### src/rtl/fir_stim_gen.sv
// fir_stim_gen: staircase stimulus source (ramp up, ramp down, sign-alternating steps) for the FIR filter input
module fir_stim_gen #(
  parameter int DW   = 4,
  parameter int MAG  = 7,
  parameter int HOLD = 4
) (
  input  logic                 clk,
  input  logic                 rst,
  input  logic                 start,
  input  logic                 ready,
  output logic signed [DW-1:0] dout,
  output logic                 valid,
  output logic                 busy,
  output logic [1:0]           phase,
  output logic                 done
);
  localparam int CW = HOLD > 1 ? $clog2(HOLD) : 1;
  localparam logic signed [DW-1:0] one = DW'(1);
  localparam logic signed [DW-1:0] pmax = DW'(MAG);
  localparam logic signed [DW-1:0] nmax = -pmax;
  localparam logic signed [DW-1:0] down_last = nmax + one;
  typedef enum logic [2:0] {IDLE, UP, DOWN, ALT, DONE} state_t;
  state_t state;
  logic [CW-1:0] cnt;
  logic neg;
  logic adv;
  assign adv = valid && ready && cnt == CW'(HOLD - 1);
  // in ALT, neg marks that dout currently shows -k; the next k is then 1 - dout
  always_ff @(posedge clk) begin
    if (rst) begin
      state <= IDLE;
      dout  <= '0;
      valid <= 1'b0;
      busy  <= 1'b0;
      phase <= 2'd0;
      done  <= 1'b0;
      cnt   <= '0;
      neg   <= 1'b0;
    end else begin
      done <= 1'b0;
      if (valid && ready) cnt <= adv ? '0 : cnt + 1'b1;
      case (state)
        IDLE: if (start) begin
          state <= UP;
          dout  <= nmax;
          valid <= 1'b1;
          busy  <= 1'b1;
          phase <= 2'd1;
          cnt   <= '0;
        end
        UP: if (adv) begin
          if (dout == pmax) begin
            state <= DOWN;
            phase <= 2'd2;
          end else dout <= dout + one;
        end
        DOWN: if (adv) begin
          if (dout == down_last) begin
            state <= ALT;
            phase <= 2'd3;
            dout  <= nmax;
            neg   <= 1'b0;
          end else dout <= dout - one;
        end
        ALT: if (adv) begin
          if (!neg) begin
            dout <= -dout;
            neg  <= 1'b1;
          end else if (dout == nmax) begin
            state <= DONE;
            dout  <= '0;
            valid <= 1'b0;
            busy  <= 1'b0;
            phase <= 2'd0;
            done  <= 1'b1;
          end else begin
            dout <= one - dout;
            neg  <= 1'b0;
          end
        end
        DONE: state <= IDLE;
        default: state <= IDLE;
      endcase
    end
  end
endmodule

### config.mk
export PLATFORM = sky130hd
export DESIGN_NAME = fir_stim_gen
export DESIGN_NICKNAME = d
export VERILOG_FILES = /design/src/rtl/fir_stim_gen.sv
export SDC_FILE = /design/constraint.sdc
export NUM_CORES = 1
export LEC_CHECK = 0
export CORE_MARGIN = 4
export CORE_UTILIZATION = 25
export DETAILED_ROUTE_END_ITERATION = 12
export GPL_TIMING_DRIVEN = 0
export PLACE_DENSITY = 0.47
export SLEW_MARGIN = 20
export SYNTH_ARGS = -nofsm -noshare
export SYNTH_HDL_FRONTEND = slang
export SYNTH_SLANG_ARGS = --single-unit
### constraint.sdc
create_clock -name clk -period 2.2 [get_ports clk]
set_input_delay 0.33 -clock clk [delete_from_list [all_inputs] [get_ports clk]]
set_output_delay 0.33 -clock clk [all_outputs]
set_load 0.02 [all_outputs]
# Yosys cells after proc, flatten, opt, wreduce, memory -nomap -nowiden
# Index checks and enable logic that the tools add are counted.
# Widths: inputs -> output; s select.
[totals] register_bits=14 output_inout_bits=9 elab_cells=85
[classes] n_addsub=5 n_eq_ne=16 muxes=42 bitwise=3 reduce_logical=12
[ops] cell="$mux 4" count=8
[ops] cell="$mux 2" count=12
[ops] cell="$mux 3" count=8
[ops] cell="$ne 2x2->1 const B" count=9
[ops] cell="$pmux 4 s4" count=1
[ops] cell="$eq 4x4->1 const B" count=3
[ops] cell="$pmux 3 s4" count=1
[ops] cell="$mux 1" count=9
[ops] cell="$reduce_and 9->1" count=1
[ops] cell="$pmux 2 s4" count=1
[ops] cell="$reduce_and 8->1" count=1
[ops] cell="$eq 3x2->1 const B" count=2
[ops] cell="$reduce_and 6->1" count=1
[ops] cell="$reduce_and 5->1" count=1
[ops] cell="$add 4x2->4 const B" count=1
[ops] cell="$neg 4->4" count=1
[ops] cell="$pmux 1 s2" count=2
[ops] cell="$reduce_and 4->1" count=1
[ops] cell="$reduce_bool 2->1" count=2
[ops] cell="$reduce_bool 4->1" count=1
[ops] cell="$reduce_or 4->1" count=1
[ops] cell="$sub 2x4->4 const A" count=1
[ops] cell="$sub 4x2->4 const B" count=1
[ops] cell="$eq 3x1->1 const B" count=1
[ops] cell="other kinds (5)" count=8

# Logic depth before layout (Yosys ltp)
# Gate-level depths: netlist of run 1.
[depth] word_depth=6 depth_mapped=6 ltp_nobuf=6

# Worst setup path before layout of run 1
# OpenSTA, ideal clock, no wires.
[synth_path] path_type="register to register" from="register dout[0]" to="register phase[0]" arrival_time_ps=1758 required_ps=2079 setup_slack_ps=322 stages_incl_launch_ff=6 n_path_buf=0 synth_period_minus_slack_ps=1878 cell_sequence="dfxtp_1 > ha_1 > and3b_1 > a21oi_1 > nor4_2 > mux2_2"
[synth_via] elab_chain_cells=3 elab_cells_between_ends=7 classes_between="6 x eq/ne; 1 x reduce/logical"
[synth_rtl] element="start, declared" line="11" source="output logic signed [DW-1:0] dout,"
[synth_rtl] element="start signal, assigned" line="45" source="dout <= nmax;"
[synth_rtl] element="start signal, assigned" line="55" source="end else dout <= dout + one;"
[synth_rtl] element="start signal, assigned" line="61" source="dout <= nmax;"
[synth_rtl] element="$eq 4x4->1 (on tied branches)" line="58, 52, 69"
[synth_rtl] element="$ne 2x2->1 (no line)"
[synth_rtl] element="$reduce_and 9->1 (no line) *"
[synth_rtl] element="end signal, assigned" line="54" source="phase <= 2'd2;"
[synth_rtl] element="end signal, assigned" line="60" source="phase <= 2'd3;"
[synth_rtl] element="end signal, assigned" line="74" source="phase <= 2'd0;"
[synth_rtl] element="end, declared" line="14" source="output logic [1:0] phase,"
# Mark *: on every way between the ends. The rest lies on a longest branch, timed or not.
# A chain may end at the register's enable or synchronous reset.

# Worst setup path in the final report of run 1
[layout_path] from="register dout[1]" to="register phase[0]"
# The elaborated chain is that of the path after synthesis.

==> results of run 1 <==
## cell usage after synthesis (2+ instances only)
cell	count	area [um2]
sky130_fd_sc_hd__mux2i_1	2	20.0
sky130_fd_sc_hd__buf_4	2	15.0
sky130_fd_sc_hd__nor3_1	4	20.0
sky130_fd_sc_hd__inv_1	8	30.0
sky130_fd_sc_hd__a21o_1	2	15.0
sky130_fd_sc_hd__o221ai_1	3	26.3
sky130_fd_sc_hd__clkbuf_1	3	11.3
sky130_fd_sc_hd__ha_1	7	87.6
sky130_fd_sc_hd__a211oi_1	3	22.5
sky130_fd_sc_hd__and3_1	2	12.5
sky130_fd_sc_hd__or3_1	2	12.5
sky130_fd_sc_hd__o211a_1	4	40.0
sky130_fd_sc_hd__dfxtp_1	14	280
sky130_fd_sc_hd__o41ai_1	2	17.5
sky130_fd_sc_hd__nor3b_1	3	22.5
sky130_fd_sc_hd__a21oi_1	12	60.1
sky130_fd_sc_hd__nand2_1	6	22.5
sky130_fd_sc_hd__nand3b_1	3	22.5
sky130_fd_sc_hd__nor2_1	10	37.5
sky130_fd_sc_hd__o211ai_1	2	15.0
sky130_fd_sc_hd__buf_2	3	15.0
## metrics by stage
step	hold WS, ns	utilization (%)	total power, mW
2_1_floorplan	0.508	-	0.367
4_1_cts	0.510	33.1	0.685
3_5_place_dp	0.490	31.7	0.414
3_3_place_gp	0.485	31.7	0.413
6_report	0.501	33.4	0.677
5_1_grt	0.517	33.4	0.716
## state kept, by name, summed over array words and instances (netlist names)
register	flops
phase	2
neg	1
done	1
dout	4
state	3
busy	1
cnt	2
## worst paths after layout
path | endpoint | slack, ns | start
setup / recovery | phase[0]$_SDFFE_PP0P_ | 0.15 | dout[1]$_SDFFE_PP0P_
hold / removal | phase[1]$_SDFFE_PP0P_ | 0.50 | phase[1]$_SDFFE_PP0P_
setup reg to reg | phase[0]$_SDFFE_PP0P_ | 0.15 | dout[1]$_SDFFE_PP0P_
hold reg to reg | phase[1]$_SDFFE_PP0P_ | 0.50 | phase[1]$_SDFFE_PP0P_
## repair_timing
| action | 4_1_cts | 5_1_grt |
|---|---|---|
| setup endpoints to repair | 0 | 1 |
| endpoints found under the hold margin | 0 | 0 |
| buffers inserted | 0 | 0 |
| gates resized for setup | 0 | 2 |
## power breakdown
| group | internal [mW] | leakage, nW | switching (mW) |
|---|---|---|---|
| combinational | 0.0619 | 0.375 | 0.0714 |
| sequential | 0.265 | 0.115 | 0.0120 |
| clock | 0.159 | 0.0288 | 0.108 |
## cell type report
| type | instances | area [um2] | share of cell area [%] |
|---|---|---|---|
| well taps | 48 | 60.1 | 4.74 |
| plain buffers | 8 | 41.3 | 3.26 |
| inverters | 8 | 30.0 | 2.37 |
| flip-flops and latches | 14 | 282 | 22.2 |
| repair buffers | 12 | 120 | 9.48 |
| multi-input cells | 90 | 679 | 53.6 |
| clock buffers | 4 | 55.1 | 4.34 |
## cell families (layout without fill, tap and decap cells)
logic type / Yosys count / after routing
adder cells (fa/ha/maj): 7 / 7
flip-flops: 14 / 14
XOR/XNOR: 1 / 1
AND/OR/NAND/NOR: 40 / 40
multiplexers: 3 / 3
buffers and inverters: 16 / 32
AO/OA/AOI/OAI: 39 / 39
## metal layers
metal	wire length [um]	track usage (%)
met1	1330	14.8
met2	1270	18.5
met3	154	3.32
met4	12	1.25
met5	0	0
==> results.md, run 1 <==
- The run finished with clean final reports.
- The initial standard-cell utilization of the core is 26.9%.
- Adding up every negative setup slack in the final design gives 0 ns.
- Of the total synthesized cell area, the portion taken by AND, OR, NAND and NOR gates is 23.6%.
- The critical path's top delay family is simple AND/OR/NAND/NOR gates.
- The area growth from synthesis to layout is 24.0%.
- The power density normalized to cell area is 535 nW/um2.
- The total overflow left after global routing is 0.
- Max-cap violations in this run came to 0.
- The combined global-route utilization of all metal layers is 11.2%.
- The most used flip-flop cell after synthesis is sky130_fd_sc_hd__dfxtp_1.
- Leaving out fill and tap cells, the most frequent cell in the layout is sky130_fd_sc_hd__dfxtp_1.
- The count of endpoints failing hold in the final timing report is 0.
- The number of antenna violations at the first check in global routing is 0.
- Setup repair after global routing left no endpoint under its margin.
- After clock tree synthesis, the flow added hold-fix buffers numbering 0.
- Buffers inserted during clock tree synthesis total 3.
- The path category of the worst min-delay check is flop to flop.
- The Yosys step of the flow raised 0 warnings.
- The number of cells on the worst reg-to-reg path is 6.
- Derived from the worst setup path, the maximum achievable clock frequency is 489 MHz.
- After synthesis, the share of flip-flops with an asynchronous set or reset is 0%.
- The number of buffer and inverter stages on the critical path is 1.
- Routability-driven placement finished with a final weighted congestion of 0.887.
- OpenSTA, run right after detailed placement, puts the worst setup slack at 0.0628 ns.
- The number of non-filler instances in the completed layout is 184.
- The count of nets left with antenna violations after detail routing is 0.
- The I/O pin count is 13.
- The clock latency at the later pin of the worst-skew pair is 0.26 ns.
- The multiplexer share of the synthesized area is 3.06%.
- Walking the worst path, the cells encountered are inv_1 > ha_1 > and3b_1 > a21oi_1 > nor4_4 > mux2_2.
- The mapped netlist covers 1020 um2.
- The initial DRC count is 52.
- The class of the most critical setup path is flop to flop.
- From bottom edge to top edge, the die measures 71.9 um.
- Clock-pin slew was measured on the worst setup and hold paths at 0.07 ns.
- The actual transition at the worst max-transition pin is 0.822 ns.
- The largest net degree at the start of global routing is 11.
- Synthesis produced a netlist whose cell count is 120.
- The setup slack of the critical path after layout is 0.154 ns.
- The final routed DRC violation total is 0.
- STA puts the critical path data arrival time at 2.18 ns.
- On the worst path, the slowest cell contributes a delay of 0.38 ns.
- The highest fanout seen on the critical path is 6.
- The floorplan step defined a core boundary enclosing 3800 um2.
- The total detailed-routing wirelength is 2.77 mm.
- The capturing element type of the critical path is a flop.
- The register bit total from synthesis is 14.
- The worst path required time is 2.34 ns.
- The cell at the slowest stage of the critical path is sky130_fd_sc_hd__dfxtp_1.
- The count of cells along the worst hold path is 1.
- In this run the static leakage power is 0.518 nW.
- In the layout the commonest cells are sky130_fd_sc_hd__dfxtp_1, sky130_fd_sc_hd__a21oi_1, sky130_fd_sc_hd__clkdlybuf4s50_1.
- Headroom to the max-slew limit came out at 45.0%.
- The number of nets in the layout is 148.
- The clock tree from TritonCTS is done.
- The minimum clock period after layout is 2.05 ns.
- The number of max-slew violations in the final report was 0.
- The count of vias placed by the detailed router is 1,000.
- The worst setup skew after layout is 0.0133 ns.
- Summing the areas of all compound-gate instances in the mapped netlist gives 29.5% of the synthesized area.
- In this run the mean area of a mapped cell was 8.52 um2.
- Across the VDD grid, the largest voltage drop is 252 uV.
- The clock tree buffer depth is 2.
- In this run the horizontal extent of the chip is 71.9 um.
- Dividing the final minimum period by the clock period gives 93.0%.
- The adder-cell share of the synthesized area is 8.57%.
- Once layout is done, the placed cells without fillers occupy 1270 um2.
- Dividing the detail-routed wire length by the instance count gives 15.0 um.
- STA classifies the critical path startpoint as a flop.
- The main combinational cell family by area after synthesis is compound AO/OA/AOI/OAI gates.
- The count of filler cells inserted in the layout is 410.
- Summing the areas of all xor and xnor instances in the mapped netlist gives 0.857% of the synthesized area.
- The vias per cell is 5.43.
- The number of cells on the critical path is 6.
- The floorplan step defined a die boundary enclosing 5180 um2.
- The floorplan has 22 rows.
- The first-pass GRT wire length is 4.55 mm.
- The first detailed-routing pass took 4 iterations.
- In this run the number of H-tree levels came out at 1.
- The placement-stage cell area is 1200 um2.
- In the final layout, the share of cells above drive strength 1 is 13.2%.
- The via count of the first global-routing pass is 933.
- The clock sink total is 14.
- The post-synthesis net count is 131.
- The total of buffers placed on input and output ports is 12.
- After synthesis, the netlist uses 44 different library cells.
- The cell total after placement is 180.
- The total of endpoints with negative setup slack in the final report is 0.
- The number of flops mapped to enable cells by yosys is 0.
- The repair_antennas step left the layout with diodes totalling 0.
- The fraction of the yosys area taken by sequential cells is 27.4%.
- The wire-length estimate of the detail-placed layout is 1.95 mm.
- The library cell used as clock root buffer is sky130_fd_sc_hd__clkbuf_8.
No activity file was read; power rests on OpenSTA's default activity.
==> run 2, diff against run 1 <==
--- a/config.mk
+++ b/config.mk
@@ -10,7 +10,7 @@
 export DETAILED_ROUTE_END_ITERATION = 12
 export GPL_TIMING_DRIVEN = 0
 export PLACE_DENSITY = 0.47
-export SLEW_MARGIN = 20
+export SLEW_MARGIN = 30
 export SYNTH_ARGS = -nofsm -noshare
 export SYNTH_HDL_FRONTEND = slang
 export SYNTH_SLANG_ARGS = --single-unit
==> results of run 2 <==
Same layout as run 1: the final DEF is identical, and so are final timing and power.
